## src/rtl/sram_req_pkg.sv

```systemverilog
// Shared types for the SRAM request controller: FSM state encoding and
// the width of the optional statistics counters.
package sram_req_pkg;

    typedef enum logic [1:0] {
        IDLE     = 2'd0,
        RD_DATA  = 2'd1,
        RSP_HOLD = 2'd2
    } state_t;

    localparam int CNT_W = 16;

endpackage

```

## src/rtl/sram_sat_cnt.sv

```systemverilog
// Saturating up-counter used for request statistics; sticks at all-ones
// instead of wrapping.
module sram_sat_cnt #(
    parameter int CNT_W = 16
) (
    input  logic             clk,
    input  logic             rst,
    input  logic             inc,
    output logic [CNT_W-1:0] cnt
);

    always_ff @(posedge clk or posedge rst) begin
        if (rst) begin
            cnt <= '0;
        end else if (inc && (cnt != '1)) begin
            cnt <= cnt + 1'b1;
        end
    end

endmodule

```

## src/rtl/sram_req_ctrl.sv

```systemverilog
// Request/response front end for a registered-read SRAM: posted writes,
// one outstanding read. Define SRAM_REQ_CTRL_STATS_EN to add wr_cnt/rd_cnt.
//
// state    | meaning
// IDLE     | ready for a request; SRAM driven straight from the request
// RD_DATA  | SRAM read data valid this cycle, offered as the response
// RSP_HOLD | response stalled; data replayed from hold_data
module sram_req_ctrl
    import sram_req_pkg::*;
#(
    parameter int W  = 8,
    parameter int D  = 16,
    localparam int AW = $clog2(D)
) (
    input  logic          clk,
    input  logic          rst,
    input  logic          req_valid,
    output logic          req_ready,
    input  logic          req_we,
    input  logic [AW-1:0] req_addr,
    input  logic [W-1:0]  req_wdata,
    output logic          rsp_valid,
    input  logic          rsp_ready,
    output logic [W-1:0]  rsp_rdata,
    output logic [AW-1:0] rsp_addr,
    output logic          mem_w_en,
    output logic [AW-1:0] mem_ad,
    output logic [W-1:0]  mem_data_in,
    input  logic [W-1:0]  mem_data_out
`ifdef SRAM_REQ_CTRL_STATS_EN
    ,
    output logic [CNT_W-1:0] wr_cnt,
    output logic [CNT_W-1:0] rd_cnt
`endif
);

    state_t        state;
    state_t        state_nxt;
    logic [AW-1:0] rd_addr;
    logic [W-1:0]  hold_data;
    logic          rd_accept;

    assign rd_accept = req_valid & req_ready & ~req_we;

    always_ff @(posedge clk or posedge rst) begin
        if (rst) begin
            state     <= IDLE;
            rd_addr   <= '0;
            hold_data <= '0;
        end else begin
            state <= state_nxt;
            if (rd_accept) begin
                rd_addr <= req_addr;
            end
            // Capture the one-cycle SRAM data before the address can move on.
            if ((state == RD_DATA) && !rsp_ready) begin
                hold_data <= mem_data_out;
            end
        end
    end

    always_comb begin
        state_nxt   = state;
        req_ready   = 1'b0;
        rsp_valid   = 1'b0;
        rsp_rdata   = hold_data;
        rsp_addr    = rd_addr;
        mem_w_en    = 1'b0;
        mem_ad      = rd_addr;
        mem_data_in = req_wdata;
        case (state)
            IDLE: begin
                req_ready = ~rst;
                mem_w_en  = req_valid & req_we & ~rst;
                mem_ad    = req_addr;
                if (rd_accept) begin
                    state_nxt = RD_DATA;
                end
            end
            RD_DATA: begin
                rsp_valid = 1'b1;
                rsp_rdata = mem_data_out;
                state_nxt = rsp_ready ? IDLE : RSP_HOLD;
            end
            RSP_HOLD: begin
                rsp_valid = 1'b1;
                if (rsp_ready) begin
                    state_nxt = IDLE;
                end
            end
            default: state_nxt = IDLE;
        endcase
    end

`ifdef SRAM_REQ_CTRL_STATS_EN
    sram_sat_cnt #(.CNT_W(CNT_W)) u_wr_cnt (
        .clk (clk),
        .rst (rst),
        .inc (req_valid & req_ready & req_we),
        .cnt (wr_cnt)
    );

    sram_sat_cnt #(.CNT_W(CNT_W)) u_rd_cnt (
        .clk (clk),
        .rst (rst),
        .inc (rd_accept),
        .cnt (rd_cnt)
    );
`endif

endmodule

```

## config.mk

```make
export PLATFORM = sky130hd
export DESIGN_NAME = sram_req_ctrl
export DESIGN_NICKNAME = d
export VERILOG_FILES = /design/src/rtl/sram_req_pkg.sv /design/src/rtl/sram_sat_cnt.sv /design/src/rtl/sram_req_ctrl.sv
export SDC_FILE = /design/constraint.sdc
export NUM_CORES = 1
export LEC_CHECK = 0
export CAP_MARGIN = 30
export CORE_ASPECT_RATIO = 0.6
export CORE_UTILIZATION = 41
export DETAILED_ROUTE_END_ITERATION = 10
export GPL_ROUTABILITY_DRIVEN = 1
export PLACE_DENSITY_LB_ADDON = 0.1
export SYNTH_ARGS = -nofsm -noshare
export SYNTH_HDL_FRONTEND = slang
export SYNTH_SLANG_ARGS = --single-unit
```

## constraint.sdc

```tcl
create_clock -name clk -period 4.3 [get_ports clk]
set_clock_uncertainty 0.05 [all_clocks]
set_input_delay 1.29 -clock clk [delete_from_list [all_inputs] [get_ports clk]]
set_output_delay 1.29 -clock clk [all_outputs]
set_load 0.01 [all_outputs]
```

* Yosys cells after proc, flatten, opt, wreduce, memory -nomap -nowiden
Index checks and enable logic that the tools add are counted.
Cells by class: muxes and demuxes 9, shifts and indexed selects 0, multipliers 0, bitwise operators 6, eq/ne operators 4, $lt $le $gt $ge 0, div/mod/pow operators 0, reduce and logical (&&, ||, !) cells 5, add/subtract/negate cells 0
Operator list (number):
- 8-bit 2-to-1 mux | 1
- 2-bit 2-to-1 mux | 3
- 2-bit one-hot mux with 3 select lines | 1
- 1-bit bitwise AND | 4
- 4-bit 2-to-1 mux | 1
- 2-bit != test (second input constant) | 2
- 1-bit 2-to-1 mux | 3
- 2-bit by 1-bit == test with 1-bit output (second input constant) | 1
- 2-bit == test (second input constant) | 1
- 2-bit zero test | 1
- 1-bit inverter | 2
- 2-bit AND reduction | 1
- 2-bit OR reduction | 1
- 1-bit logical AND | 1
- 1-bit zero test | 1
Storage, ports and cells: logic and storage cells 27, bits in writable memories 0, register bits 14, bits in read-only memories 0, memories 0, latch bits 0, input bits 25, output and inout port bits 27

* Logic depth before layout (Yosys ltp)
word-level depth 6, gate-level depth with buffers 7, mapped depth without buffers 5

* Worst setup path after synthesis
OpenSTA, ideal clock, no wires.
path kind input-to-output, start in rst, end out mem_w_en, cell stages on the path 2, path buffers 0, arrival 1.705 ns, setup slack 1.255 ns, data required time 2.960 ns, path through nor2_1 and3_1
Between the ends: word-level cells in the longest chain between the ends 3
RTL lines:
- from (decl) | line sram_req_ctrl.sv:16 | input logic rst,
- 1-bit inverter | line sram_req_ctrl.sv:74 | mem_w_en = req_valid & req_we & ~rst;
- 1-bit bitwise AND | line sram_req_ctrl.sv:74
- 1-bit 2-to-1 mux | line sram_req_ctrl.sv:71 | case (state)
- to (decl) | line sram_req_ctrl.sv:26 | output logic mem_w_en,
Every way passes these cells.

* Worst setup path after layout
Ends and elaborated chain as after synthesis.

==> run summary <==
The run finished with clean final reports. The routed layout has 603 vias. The setup slack after layout came out at 0.372 ns. The tools report the global placement routability congestion as 0.788. After synthesis, the cell types taking the most area are sky130_fd_sc_hd__dfrtp_1 38%, sky130_fd_sc_hd__mux2_4 19%, sky130_fd_sc_hd__mux2_2 15%.

After synthesis, the netlist uses 17 different library cells. Each instance of the synthesized netlist takes up on average 13.5 um2. The design draws 0.000957 W. The critical path contains buffers and inverters numbering 2 combined.

The number of global-route vias before repair was 635. The slew of the pin with the lowest slew margin was 0.644 ns. The biggest area contributor in the post-synthesis netlist is sky130_fd_sc_hd__dfrtp_1. The longest clock path from root to sink contains 2 buffers. The number of buffers inserted by hold repair at cts was 0; the power density over cell area was 757 mW/mm2.

Path type of the worst min-delay path: flop to flop. For this run, the register share of the synthesized area comes to 37.7%. The tightest hold path in the finished design has a slack of 0.457 ns. The logs give 1800 um for the total routed wirelength and 0 for the residual DRC count.

Cell repeated most along the worst path: sky130_fd_sc_hd__clkdlybuf4s50_1. The post-placement setup slack came out at 0.362 ns. The global routing stage identified its most utilized layer as met2.

Max-cap violations in this run came to 0. After global routing the overflow that remains totals 0. CTS placed an instance of sky130_fd_sc_hd__clkbuf_8 at the clock tree root.

Cells with a size suffix above 1 make up 34.4% of the layout. Most used flip-flop cell after synthesis: sky130_fd_sc_hd__dfrtp_1. In the final routed layout, each cell accounts on average for 14.5 um. The layout-stage area growth over the synthesis result came out at 36.1%.

STA puts the critical path data arrival time at 2.59 ns. The area enclosed by the die boundary was 0.00246 mm2. The worst-case vdd ir drop is 0.000379 V. In this run the count of I/O pins placed on the die edge is 52. Count of endpoints failing hold in the final timing report: 0.

The count of yosys warnings during synthesis is 0, and the met2 global-route usage is 30.9%. The die is 38.9 um tall. After the last flow step, the layout net total stands at 125. Counting flops with a built-in enable in the synthesized netlist gives 0. For the sink count of the clock tree, the log shows 14.

In this design, the stage delay of the slowest critical-path cell is 0.52 ns. The site row count is 12. The category of the worst setup path capture point is a primary output. The synthesized netlist cell count was 69. In this run, synthesis produced a sequential element count of 14. Traced cell by cell, the critical path runs through clkdlybuf4s50_1, nor2_1, and3_1, clkdlybuf4s50_1. For the final routed database, the setup TNS stands at 0 ns. The total number of H-tree levels was 1; the number of buffer cells added on primary ports was 35. In this run the most critical hold path is launched from hold_data[4]. Among all cell types in the netlist, the one instantiated most often is sky130_fd_sc_hd__dfrtp_1. TritonCTS built the clock tree.

In this run the static leakage power is 0.540 nW. For the fmax, the log shows 0.255 GHz. The number of buffers added for setup after CTS is 0, and the per-cell via count in the routed design is 4.86. The overall fraction of global-route tracks in use came out at 17.9%.

Once detail routing completed, the nets flagged for antenna violations numbered 0. The diode insertion count for antenna repair was 0; the length of the first detailed-routing pass in iterations was 4. For the largest net degree at the start of global routing, the log shows 15. The worst setup path is launched from an input pin. The remaining max-slew budget at the tightest pin is 57.0%, and the post-route clock period utilization is 91.3%. The area share of the leading cell type in the synthesized netlist works out to 37.7%. The post-synth net total is 97, and the overall die width is 63.4 um. The synthesized netlist occupies a cell area of 928 um2. The share of the core filled with cells was 63.8%; the post-route minimum period was 3.93 ns. For the final-report max-slew violation count, the log shows 0.

The first global-routing pass estimated 3100 um of wire. Setup violations remaining at the end of the flow were counted as 0. Among cell families on the critical path, the largest total delay comes from buffers and inverters.

At the worst endpoint, the required time is 2.96 ns. The library cell contributing the largest single delay on the critical path was sky130_fd_sc_hd__clkdlybuf4s50_1. The starting DRC count in detailed routing came out at 14.

The start of the worst register-to-register path was state[1]. The tools report the core box area as 0.00198 mm2. Tracing the worst setup path back leads to its startpoint at rst. For the number of instances resized during post-cts repair, the log shows 0. Ranked by instance count, the synthesized netlist is headed by 14 x sky130_fd_sc_hd__dfrtp_1, 12 x sky130_fd_sc_hd__mux2_2, 12 x sky130_fd_sc_hd__mux2_4. The number of buffers created by CTS was 3; the clock transition at the registers of the reported paths was 0.06 ns. The initial antenna violation count is 0, and the clock latency reported for the late side of the worst-skew pair is 0.25 ns. Global routing used 6.47% of the available met3 tracks. The critical path is of the input pin to primary output type. Along the worst path, the maximum fanout reaches 3. The initial utilization of the core area, before any placement, comes to 46.8%. Setup repair after global routing left no endpoint under its margin. For the estimated wirelength of the detail-placed design, the log shows 1370 um. In the global route stage, met1 resource usage came out at 20.9%. Counting flops with an async set or reset pin after synthesis yields a share of 100%.
-- report_power, final --
group          total (W)  switching (W)  internal, W
registers       0.000240      0.0000414     0.000198
logic           0.000587       0.000209     0.000378
clock network   0.000130      0.0000488    0.0000812
-- routing by layer --
layer  vias to the layer above  share of wire, %
met5                         -                 0
met3                         8               5.9
met4                         0               1.9
li1                        281                 -
met1                       292                46
met2                        22                46
-- flip-flops by register name, summed over array words and instances (netlist names) --
name       count
hold_data      8
rsp_addr       4
state          2
-- placed cells by master, fill, tap and decap left out --
master	count
sky130_fd_sc_hd__a21oi_2	1
sky130_fd_sc_hd__and3_1	1
sky130_fd_sc_hd__clkbuf_8	4
sky130_fd_sc_hd__clkdlybuf4s50_1	35
sky130_fd_sc_hd__dfrtp_1	14
sky130_fd_sc_hd__ha_1	3
sky130_fd_sc_hd__inv_1	5
sky130_fd_sc_hd__mux2_2	12
sky130_fd_sc_hd__mux2_4	12
sky130_fd_sc_hd__nand2_1	1
sky130_fd_sc_hd__nor2_1	2
sky130_fd_sc_hd__nor2b_1	1
sky130_fd_sc_hd__nor2b_4	1
sky130_fd_sc_hd__nor4bb_4	1
sky130_fd_sc_hd__o211ai_2	1
sky130_fd_sc_hd__o21ai_2	1
sky130_fd_sc_hd__o311ai_1	1
-- layout make-up --
cell class              count  area [um2]
fillers                   161         718
multi-input cells          38         454
flip-flops and latches     14         350
repair buffers             35         350
clock buffers               4        55.1
well taps                  28        35.0
inverters                   5        18.8
-- logic make-up (layout without fill, tap and decap cells) --
| group | after synthesis | in the layout | share of synthesized area (%) |
|---|---|---|---|
| compound gates | 4 | 4 | 4.18 |
| fa+ha+maj | 3 | 3 | 4.04 |
| buf+inv | 17 | 44 | 13.3 |
| flops | 14 | 14 | 37.7 |
| mux | 24 | 24 | 34.0 |
| simple gates | 7 | 7 | 6.74 |
-- worst paths after layout --
check                      depth (start not counted)            to  slack [ns]
max                                                4      mem_w_en        0.37
min                                                1  hold_data[4]        0.46
max reg2reg                                        4   rsp_addr[2]        2.30
min reg2reg                                        1  hold_data[4]        0.46
max in group asynchronous                          2   rsp_addr[0]        2.39
min in group asynchronous                          2   rsp_addr[2]        1.45
-- stage by stage --
step	cell area [um2]	cells
CTS	1260	124
floorplan	928	69
detailed placement	1210	120
global route	1260	124
global placement	1210	120
finish	1260	124
(Power assumes the default switching activity.)
==> edit, RTL diff (same settings) <==
Make the reset (`rst`) synchronous in one clocked block.
--- a/src/rtl/sram_req_ctrl.sv
+++ b/src/rtl/sram_req_ctrl.sv
@@ -43,5 +43,5 @@
     assign rd_accept = req_valid & req_ready & ~req_we;
 
-    always_ff @(posedge clk or posedge rst) begin
+    always_ff @(posedge clk) begin
         if (rst) begin
             state     <= IDLE;
Check against the original RTL: differs if rst is asserted again (counterexample within 4 cycles, from zero or initial values and one cycle with rst high); with rst held inactive, the same outputs for 10 cycles.
==> edit against the original RTL <==
- critical endpoint unchanged
- sequential cell count unchanged
- first-iteration DRC count down 43%
- highest routed layer unchanged
- wire length down 0.61%
- count of clock-buffer cells in the layout unchanged
- register-to-register slack better by 0.17 ns
- largest cell class unchanged
- setup slack better by 0.012 ns
- cell area down 9.3%
- critical path depth unchanged
- area after synthesis down 11%
Power is not compared: it rests on default switching activity, and its combinational part moved more than twofold at a synthesized area within 25%.
==> edit: results (changes against the original RTL) <==
| Item | Value | vs unedited |
|:---|:---|:---|
| Synth top area cells | dfxtp_1 34%, mux2_2 16%, buf_4 8.2%, nand2_1 7.3%, a21oi_1 6.1% |  |
| Post-Place Cells | 141 | +18% |
| Vias in the first global route | 651 | +2.5% |
| Post-synth cell types | 20 | +3 |
| Source of the worst register-to-register timing path | state[1] |  |
| Net total in the final layout | 146 | +17% |
| Worst skew pair latency | 0.28 ns | +0.03 ns |
| Routed vias | 701 | +16% |
| Top_reg_cell synth | dfxtp_1 |  |
| Arrival time at the worst endpoint | 2.58 ns | about the same |
| Global placement routability congestion | 0.700 | -11% |
| Number of fill cells in the layout | 168 | +4.3% |
| Detailed-route wire length | 1790 um | -0.61% |
| Met1 wire length | 813 um | -1.6% |
| WL met2 | 812 um | -2.5% |
| Worst Setup Slack post-DPL | 0.378 ns | +0.0159 ns |
| Portion of the post-synthesis area used by sequential elements | 0.339 | -0.0380 |
| Leading post-synthesis cells by instance count | 16 x nand2_1, 14 x dfxtp_1, 12 x mux2_2, 10 x a21oi_1, 9 x buf_4 |  |
| Overall Global Routing Usage | 0.185 | +0.00577 |
| Number of cells produced by synthesis | 92 | +33% |
| Sequential portion of the cell area | 0.245 | -0.0327 |
| Core footprint | 1880 um^2 | -5.3% |
| Tmin final | 3.92 ns | -0.0123 ns |
| First-pass GRT wire length | 2950 um | -4.9% |
| Standard cell area after detailed placement | 1110 um^2 | -8.2% |
| Iteration-0 DRC Markers | 8 | -6 |
| Clock Tree Root | clkbuf_4 |  |
| Post-synth net total | 120 | +24% |
| Maximum number of pins on one net before global-route repair | 17 | +2 |
| Result of the run | complete, no violations |  |
| Clock-cell share of area | 0.0317 | -0.0119 |
| Signal buf overhead | 0.312 | +0.0350 |
| Non-clock buffer total of the final layout | 36 | +2.9% |
| Post-synthesis to final-layout area growth | 38.8% |  |
| Number of multi-input logic gates | 61 | +61% |
| CTS clock-pin slew for the worst setup and hold paths | 0.08 ns | +0.02 ns |
==> edit: cell count changes in the layout (fill, tap and decap cells not counted), sizes merged, moves of 4 or more <==
cell,change
nand2,+15
dfrtp,-14
a21oi,+9
dfxtp,+14
mux2,-12
mux2i,+4
==> edit: worst paths after layout <==
check / endpoint / cells after the start
min: hold_data[3] / 2
max reg2reg: hold_data[1] / 5
max: mem_w_en / 4
min reg2reg: hold_data[3] / 2
==> edit: metal layers <==
layer  up-vias  global-route usage
met5         -                   0
met1       321               0.236
met3         4              0.0780
met2        26               0.289
li1        350                   -
met4         0              0.0407
==> edit: worst max-delay path: stages <==
cell	delay (ns)
clkdlybuf4s50_1	0.44
nor2b_1	0.15
and3_1	0.16
clkdlybuf4s50_1	0.53
==> edit: cells by family after synthesis <==
logic type,after synthesis,synth area share
compound gates,12,0.0833
fa+ha+maj,3,0.0455
mux,16,0.212
buf+inv,17,0.141
simple gates,30,0.179
flops,14,0.339
